<file path="src/rtl/vga_pkg.sv">
// ============================================================================
// Module   : vga_pkg
// Purpose  : Shared widths, arbiter state encoding and bus-direction constants.
// Revision : 1.0 - initial release
// ============================================================================
`default_nettype none

package vga_pkg;

  localparam int VRAM_ADDR_W = 13;
  localparam int BANK_W      = 2;
  localparam int HOST_ADDR_W = 11;

  localparam logic HOST_TO_FPGA = 1'b1;
  localparam logic FPGA_TO_HOST = 1'b0;

  typedef enum logic [2:0] {
    IDLE     = 3'd0,
    WR       = 3'd1,
    RD_WAIT  = 3'd2,
    RD_ISSUE = 3'd3,
    RD_HOLD  = 3'd4,
    RELEASE  = 3'd5
  } arbState_t;

endpackage

`default_nettype wire

</file>
<file path="src/rtl/strobe_sync.sv">
// ============================================================================
// Module   : strobe_sync
// Purpose  : Multi-stage synchroniser for an active-low async strobe, plus a
//            one-cycle pulse on its synchronised falling edge.
// Revision : 1.0 - initial release
// ============================================================================
`default_nettype none

module strobe_sync #(
  parameter int SYNC_STAGES = 2
) (
  input  logic clk,
  input  logic rst,
  input  logic strobeN,
  output logic syncN,
  output logic fallPulse
);

  logic [SYNC_STAGES-1:0] r_sync;
  logic                   r_prev;

  // Idle level of the strobe is high, so reset to 1 to avoid a false start.
  always_ff @(posedge clk) begin
    if (rst) begin
      r_sync <= '1;
      r_prev <= 1'b1;
    end else begin
      r_sync <= {r_sync[SYNC_STAGES-2:0], strobeN};
      r_prev <= r_sync[SYNC_STAGES-1];
    end
  end

  assign syncN     = r_sync[SYNC_STAGES-1];
  assign fallPulse = r_prev & ~r_sync[SYNC_STAGES-1];

endmodule

`default_nettype wire

</file>
<file path="src/rtl/vram_host_arbiter.sv">
// ============================================================================
// Module   : vram_host_arbiter
// Purpose  : Sequences host writes, host reads and bank register accesses onto
//            the VRAM ports; display readout has absolute priority on reads.
// Revision : 1.0 - initial release
// ============================================================================
`default_nettype none

module vram_host_arbiter #(
  parameter int ADDR_W      = vga_pkg::VRAM_ADDR_W,
  parameter int BANK_W      = vga_pkg::BANK_W,
  parameter int SYNC_STAGES = 2
) (
  input  logic                             clk,
  input  logic                             rst,
  input  logic [vga_pkg::HOST_ADDR_W-1:0]  hostBusAddr,
  input  logic [7:0]                       hostBusDataIn,
  output logic [7:0]                       hostBusDataOut,
  output logic                             hostBusDataOe,
  input  logic                             nHostRMEM,
  input  logic                             nHostWMEM,
  input  logic                             nHostVRAMEn,
  input  logic                             nHostBankRegEn,
  output logic                             hostBusDir,
  input  logic                             dispReq,
  input  logic [ADDR_W-1:0]                dispAddr,
  output logic [ADDR_W-1:0]                vramRdAddr,
  input  logic [7:0]                       vramRdData,
  output logic [ADDR_W-1:0]                vramWrAddr,
  output logic [7:0]                       vramWrData,
  output logic                             vramWr,
  output logic [BANK_W-1:0]                bank
);

  import vga_pkg::*;

  localparam int BANK_PAD = 8 - BANK_W;

  arbState_t r_state;
  arbState_t w_stateNext;

  logic              w_rdSync, w_rdStart;
  logic              w_wrSync, w_wrStart;
  logic              w_vramSel, w_bankSel;
  logic [ADDR_W-1:0] w_hostAddr;

  logic w_doWr, w_doBankWr, w_doRdLatch, w_doBankRd, w_doCapture;

  logic [BANK_W-1:0] r_bank;
  logic [ADDR_W-1:0] r_hostRdAddr;
  logic [ADDR_W-1:0] r_vramWrAddr;
  logic [7:0]        r_vramWrData;
  logic              r_vramWr;
  logic [7:0]        r_hostDataOut;

  strobe_sync #(.SYNC_STAGES(SYNC_STAGES)) u_rdSync (
    .clk       (clk),
    .rst       (rst),
    .strobeN   (nHostRMEM),
    .syncN     (w_rdSync),
    .fallPulse (w_rdStart)
  );

  strobe_sync #(.SYNC_STAGES(SYNC_STAGES)) u_wrSync (
    .clk       (clk),
    .rst       (rst),
    .strobeN   (nHostWMEM),
    .syncN     (w_wrSync),
    .fallPulse (w_wrStart)
  );

  assign w_vramSel  = ~nHostVRAMEn;
  assign w_bankSel  = ~nHostBankRegEn;
  assign w_hostAddr = {r_bank, hostBusAddr};

  always_ff @(posedge clk) begin
    if (rst) r_state <= IDLE;
    else     r_state <= w_stateNext;
  end

  always_comb begin
    w_stateNext   = r_state;
    w_doWr        = 1'b0;
    w_doBankWr    = 1'b0;
    w_doRdLatch   = 1'b0;
    w_doBankRd    = 1'b0;
    w_doCapture   = 1'b0;
    hostBusDataOe = 1'b0;
    hostBusDir    = HOST_TO_FPGA;
    case (r_state)
      IDLE: begin
        // A read start takes precedence; a simultaneous write start is dropped.
        if (w_rdStart) begin
          if (w_bankSel) begin
            w_doBankRd  = 1'b1;
            w_stateNext = RD_HOLD;
          end else if (w_vramSel) begin
            w_doRdLatch = 1'b1;
            w_stateNext = RD_WAIT;
          end
        end else if (w_wrStart) begin
          if (w_bankSel) begin
            w_doBankWr  = 1'b1;
            w_stateNext = RELEASE;
          end else if (w_vramSel) begin
            w_doWr      = 1'b1;
            w_stateNext = WR;
          end
        end
      end
      WR:       w_stateNext = RELEASE;
      RD_WAIT:  if (!dispReq) w_stateNext = RD_ISSUE;
      RD_ISSUE: begin
        w_doCapture = 1'b1;
        w_stateNext = RD_HOLD;
      end
      RD_HOLD: begin
        if (w_rdSync) begin
          w_stateNext = IDLE;
        end else begin
          hostBusDataOe = 1'b1;
          hostBusDir    = FPGA_TO_HOST;
        end
      end
      RELEASE:  if (w_wrSync) w_stateNext = IDLE;
      default:  w_stateNext = IDLE;
    endcase
  end

  always_ff @(posedge clk) begin
    if (rst) begin
      r_bank        <= '0;
      r_hostRdAddr  <= '0;
      r_vramWrAddr  <= '0;
      r_vramWrData  <= '0;
      r_vramWr      <= 1'b0;
      r_hostDataOut <= '0;
    end else begin
      r_vramWr <= w_doWr;
      if (w_doWr) begin
        r_vramWrAddr <= w_hostAddr;
        r_vramWrData <= hostBusDataIn;
      end
      if (w_doBankWr)  r_bank        <= hostBusDataIn[BANK_W-1:0];
      if (w_doRdLatch) r_hostRdAddr  <= w_hostAddr;
      if (w_doBankRd)  r_hostDataOut <= {{BANK_PAD{1'b0}}, r_bank};
      if (w_doCapture) r_hostDataOut <= vramRdData;
    end
  end

  // Display readout is never stalled: it owns the read port whenever it asks.
  assign vramRdAddr     = dispReq ? dispAddr : r_hostRdAddr;
  assign vramWrAddr     = r_vramWrAddr;
  assign vramWrData     = r_vramWrData;
  assign vramWr         = r_vramWr;
  assign bank           = r_bank;
  assign hostBusDataOut = r_hostDataOut;

endmodule

`default_nettype wire

</file>
<file path="config.mk">
export PLATFORM = sky130hd
export DESIGN_NAME = vram_host_arbiter
export DESIGN_NICKNAME = d
export VERILOG_FILES = /design/src/rtl/vga_pkg.sv /design/src/rtl/strobe_sync.sv /design/src/rtl/vram_host_arbiter.sv
export SDC_FILE = /design/constraint.sdc
export NUM_CORES = 1
export LEC_CHECK = 0
export CAP_MARGIN = 10
export CELL_PAD_IN_SITES_DETAIL_PLACEMENT = 1
export CELL_PAD_IN_SITES_GLOBAL_PLACEMENT = 2
export CORE_MARGIN = 4
export CORE_UTILIZATION = 23
export DETAILED_ROUTE_END_ITERATION = 10
export PLACE_DENSITY = 0.83
export SLEW_MARGIN = 25
export SYNTH_ARGS = -nofsm -noshare
export SYNTH_HDL_FRONTEND = slang
export SYNTH_SLANG_ARGS = --single-unit
</file>
<file path="constraint.sdc">
create_clock -name clk -period 1.79 [get_ports clk]
set_clock_uncertainty 0.2 [all_clocks]
set_input_delay 0.179 -clock clk [delete_from_list [all_inputs] [get_ports clk]]
set_output_delay 0.179 -clock clk [all_outputs]
set_load 0.02 [all_outputs]
</file>
==> reports/summary.txt <==
STATUS
-------------------------------------------------------------------------------
Status ........................................................... complete, no violations

PLACEMENT
-------------------------------------------------------------------------------
Port Buffer Count ................................................           93
Pre-CTS setup slack ..............................................    -0.351 ns
Half-perimeter wire length after placement .......................      4860 um
Final weighted congestion of routability-driven global placement .        0.808

CLOCK TREE
-------------------------------------------------------------------------------
Clock latency at the later pin of the worst-skew pair ............      0.30 ns
Largest buffer count on any clock path ...........................            2
CTS Root Cell .................................................... sky130_fd_sc_hd__clkbuf_8
CTS tree .........................................................        built
Clock slew at reported path FFs ..................................      0.10 ns
Clock tree sinks .................................................           54
Total of hold buffers inserted after clock tree synthesis ........            0
H-Tree Depth .....................................................            2
CTS buffer count .................................................            5

ROUTE
-------------------------------------------------------------------------------
Initial detailed-routing violation count .........................           46
Final ANT Viol Nets ..............................................            0
First-pass detailed-route iteration total ........................            4
Wire length on met1 ..............................................      3110 um
Number of vias per cell ..........................................         4.56
Via count of the routed design ...................................         2008
Routed length per placed instance ................................      15.2 um
DRC errors left ..................................................            0
Met2 wire length .................................................      3160 um
Uppermost layer routed ...........................................         met4
Post-Route WL ....................................................      6670 um
Wire length on met3 ..............................................       359 um

GRT
-------------------------------------------------------------------------------
First-pass GRT wire length .......................................     10700 um
Initial antenna violation count ..................................            0
Via count of the first global-routing pass .......................         2098
Pin count of the biggest net entering global routing .............           31
Global-route total usage across every layer ......................        12.2%
Overflow left after global routing ...............................            0

FLOORPLAN
-------------------------------------------------------------------------------
Die span in y ....................................................       105 um
Overall die width ................................................       105 um
Total die area ...................................................   10900 um^2
Count of standard-cell rows ......................................           34
Initial core utilization .........................................        24.1%
Core outline area ................................................    8890 um^2
Io pins ..........................................................           94

CELLS AND AREA
-------------------------------------------------------------------------------
Filler Cell Count ................................................         1026
Layout cells sized above 1 .......................................        16.6%
Fin util .........................................................        38.5%
Number of nets in the final layout ...............................          378
Most common library cell in the layout ignoring fill and taps .... sky130_fd_sc_hd__clkdlybuf4s50_1
Number of antenna cells inserted .................................            0
Area growth, synth to finish .....................................        59.6%
Most frequent cells in the layout ................................ sky130_fd_sc_hd__clkdlybuf4s50_1, sky130_fd_sc_hd__dfxtp_1, sky130_fd_sc_hd__nand2_1

SYNTHESIS
-------------------------------------------------------------------------------
Sequential cell area fraction in the yosys report ................        50.4%
Synthesized area per cell ........................................    9.36 um^2
Synth Cell Area ..................................................    2140 um^2
Warning count from the yosys run .................................            0
Instance count of the mapped netlist .............................          229
Cell variety after synth .........................................           31
Flop and latch count out of synthesis ............................           54
Number of nets produced by synthesis .............................          276

PWR
-------------------------------------------------------------------------------
Static leakage ...................................................      1.41 nW
Pwr dens .........................................................  674 nW/um^2
Max IR drop VDD ..................................................     0.319 mV

STA
-------------------------------------------------------------------------------
Total of endpoints with negative setup slack in the final report .            0
Transition time at the pin with the least slew margin ............     0.437 ns
Worst relative slew slack ........................................        70.7%
Slew Viols, Final ................................................            0
Max Clock Freq ...................................................      572 MHz
Final setup margin ...............................................    0.0417 ns
Tmin final .......................................................      1.75 ns
Unrepaired setup endpoints after global routing ..................          yes
Fin. Hold Viols ..................................................            0
Part of the cycle the worst path needs ...........................        97.7%

WORST SETUP PATH
-------------------------------------------------------------------------------
Worst setup SP type ..............................................    input pin
CP Max Fanout ....................................................            7
Critical path required time ......................................      1.41 ns
Setup slack of the most critical reg-to-reg path .................      0.09 ns
Reg2reg start .................................................... r_state[1]$_SDFFE_PP0P_
Class of the most critical setup path ............................       in2out
Cells on worst reg2reg path ......................................            5
Worst setup EP type ..............................................  output port
Arrival time of the worst setup path .............................      1.37 ns
Reg2Reg Capture Point ............................................ bank[0]$_SDFFE_PP0P_

HOLD PATH
-------------------------------------------------------------------------------
Hold depth .......................................................            3
Sink of the worst hold path ...................................... r_hostRdAddr[11]$_SDFFE_PP0P_
Class of the tightest hold or removal check ......................       in2reg
Hold path start ..................................................          rst

FLOW RUN
-------------------------------------------------------------------------------
Number of maximum-capacitance constraint violations ..............            0

-- worst max-delay path: stages --
cell and delay [ns]:
sky130_fd_sc_hd__clkdlybuf4s15_2 0.25, sky130_fd_sc_hd__bufbuf_16 0.30, sky130_fd_sc_hd__mux2_2 0.32, sky130_fd_sc_hd__dlygate4sd2_1 0.32
-- cell type report --
cell class                 instances  area, um^2  share of cell area (%)
sequential                        54        1080                    31.7
timing repair buffer             109        1100                    32.3
clock inverter                     1        5.00                   0.146
tap                              108         135                    3.95
clock buffer                       7        86.3                    2.52
inverter                           2        7.51                   0.219
multi-input combinational        159        1000                    29.2
-- where the power goes --
part,switching (W),leakage (nW),internal (W)
combinational,0.000155,0.927,0.000210
clock,0.000390,0.0482,0.000313
sequential,0.0000171,0.438,0.00122
-- Yosys cell counts --
cell type	instances	area, um^2
sky130_fd_sc_hd__or3_4	1	11.3
sky130_fd_sc_hd__a211oi_1	2	15.0
sky130_fd_sc_hd__nor2_1	22	82.6
sky130_fd_sc_hd__a211o_1	1	8.76
sky130_fd_sc_hd__a21oi_1	23	115
sky130_fd_sc_hd__nand4_1	1	6.26
sky130_fd_sc_hd__nand2_1	45	169
sky130_fd_sc_hd__a2bb2oi_1	1	8.76
sky130_fd_sc_hd__nand2b_1	2	12.5
sky130_fd_sc_hd__a22o_1	6	52.6
sky130_fd_sc_hd__nor3_1	4	20.0
sky130_fd_sc_hd__nor3_2	1	10.0
sky130_fd_sc_hd__inv_1	2	7.51
sky130_fd_sc_hd__o21ai_0	2	10.0
sky130_fd_sc_hd__nor2b_1	1	6.26
sky130_fd_sc_hd__and4_1	1	8.76
sky130_fd_sc_hd__nor4_4	1	21.3
sky130_fd_sc_hd__clkbuf_1	7	26.3
sky130_fd_sc_hd__dfxtp_1	54	1080
sky130_fd_sc_hd__buf_6	1	11.3
sky130_fd_sc_hd__mux2i_1	17	170
sky130_fd_sc_hd__and2b_1	3	22.5
sky130_fd_sc_hd__a2111oi_0	1	8.76
sky130_fd_sc_hd__buf_2	4	20.0
sky130_fd_sc_hd__nor3b_1	1	7.51
sky130_fd_sc_hd__a221oi_1	1	8.76
sky130_fd_sc_hd__or2_2	6	37.5
sky130_fd_sc_hd__buf_4	1	7.51
sky130_fd_sc_hd__buf_1	1	3.75
sky130_fd_sc_hd__nand3_1	1	5.00
sky130_fd_sc_hd__mux2_2	15	169
-- worst max-delay path by stage --
stage / from / endpoint / slack [ns] / cells past startpoint
floorplan: r_state[0]$_SDFFE_PP0P_ / bank[0]$_SDFFE_PP0P_ / 0.17 / 5
global placement: dispReq / vramRdAddr[7] / -0.33 / 4
detailed placement: dispReq / vramRdAddr[4] / -0.35 / 4
CTS: bank[0]$_SDFFE_PP0P_ / bank[0] / 0.008 / 1
global route: r_state[1]$_SDFFE_PP0P_ / hostBusDataOut[0]$_SDFFE_PP0P_ / -0.02 / 6
finish: dispReq / vramRdAddr[9] / 0.04 / 4
-- layer usage --
metal | GRT usage (%) | vias to the layer above
li1 | - | 985
met1 | 15.2 | 956
met2 | 20.9 | 63
met3 | 3.39 | 4
met4 | 2.85 | 0
met5 | 0 | -
-- metrics by stage --
step / TNS, ns / instances / power (W) / instance area, um^2 / hold WS, ns
finish: 0 / 440 / 0.00231 / 3420 / 0.0975
global route: -0.0181 / 440 / 0.00243 / 3420 / 0.112
CTS: 0 / 440 / 0.00236 / 3410 / 0.0920
detailed placement: -4.40 / 431 / 0.00164 / 3300 / 0.200
global placement: -4.25 / 431 / 0.00163 / 3300 / 0.192
floorplan: 0 / 229 / 0.00143 / 2140 / 0.0828
-- logic make-up (layout without fill, tap and decap cells) --
logic type | count (synthesis) | after routing | synth area share (%)
AND/OR/NAND/NOR | 90 | 90 | 19.6
buffers and inverters | 16 | 119 | 3.56
flip-flops | 54 | 54 | 50.4
AO/OA/AOI/OAI | 37 | 37 | 10.6
multiplexers | 32 | 32 | 15.8
-- flip-flops by register name, indices dropped and copies added (netlist names), 2 cells and up --
register and count:
r_hostRdAddr 13, vramWrAddr 13, hostBusDataOut 8, vramWrData 8, r_state 3, bank 2, u_rdSync.r_sync 2, u_wrSync.r_sync 2
-- timing repair --
action                     4_1_cts  5_1_grt
buffers inserted                 0        0
setup endpoints to repair       20       15
pin swaps                        0        0
gates cloned                     1        0
resized for setup               22        6
Note: power is estimated with default switching activity, not from simulation.
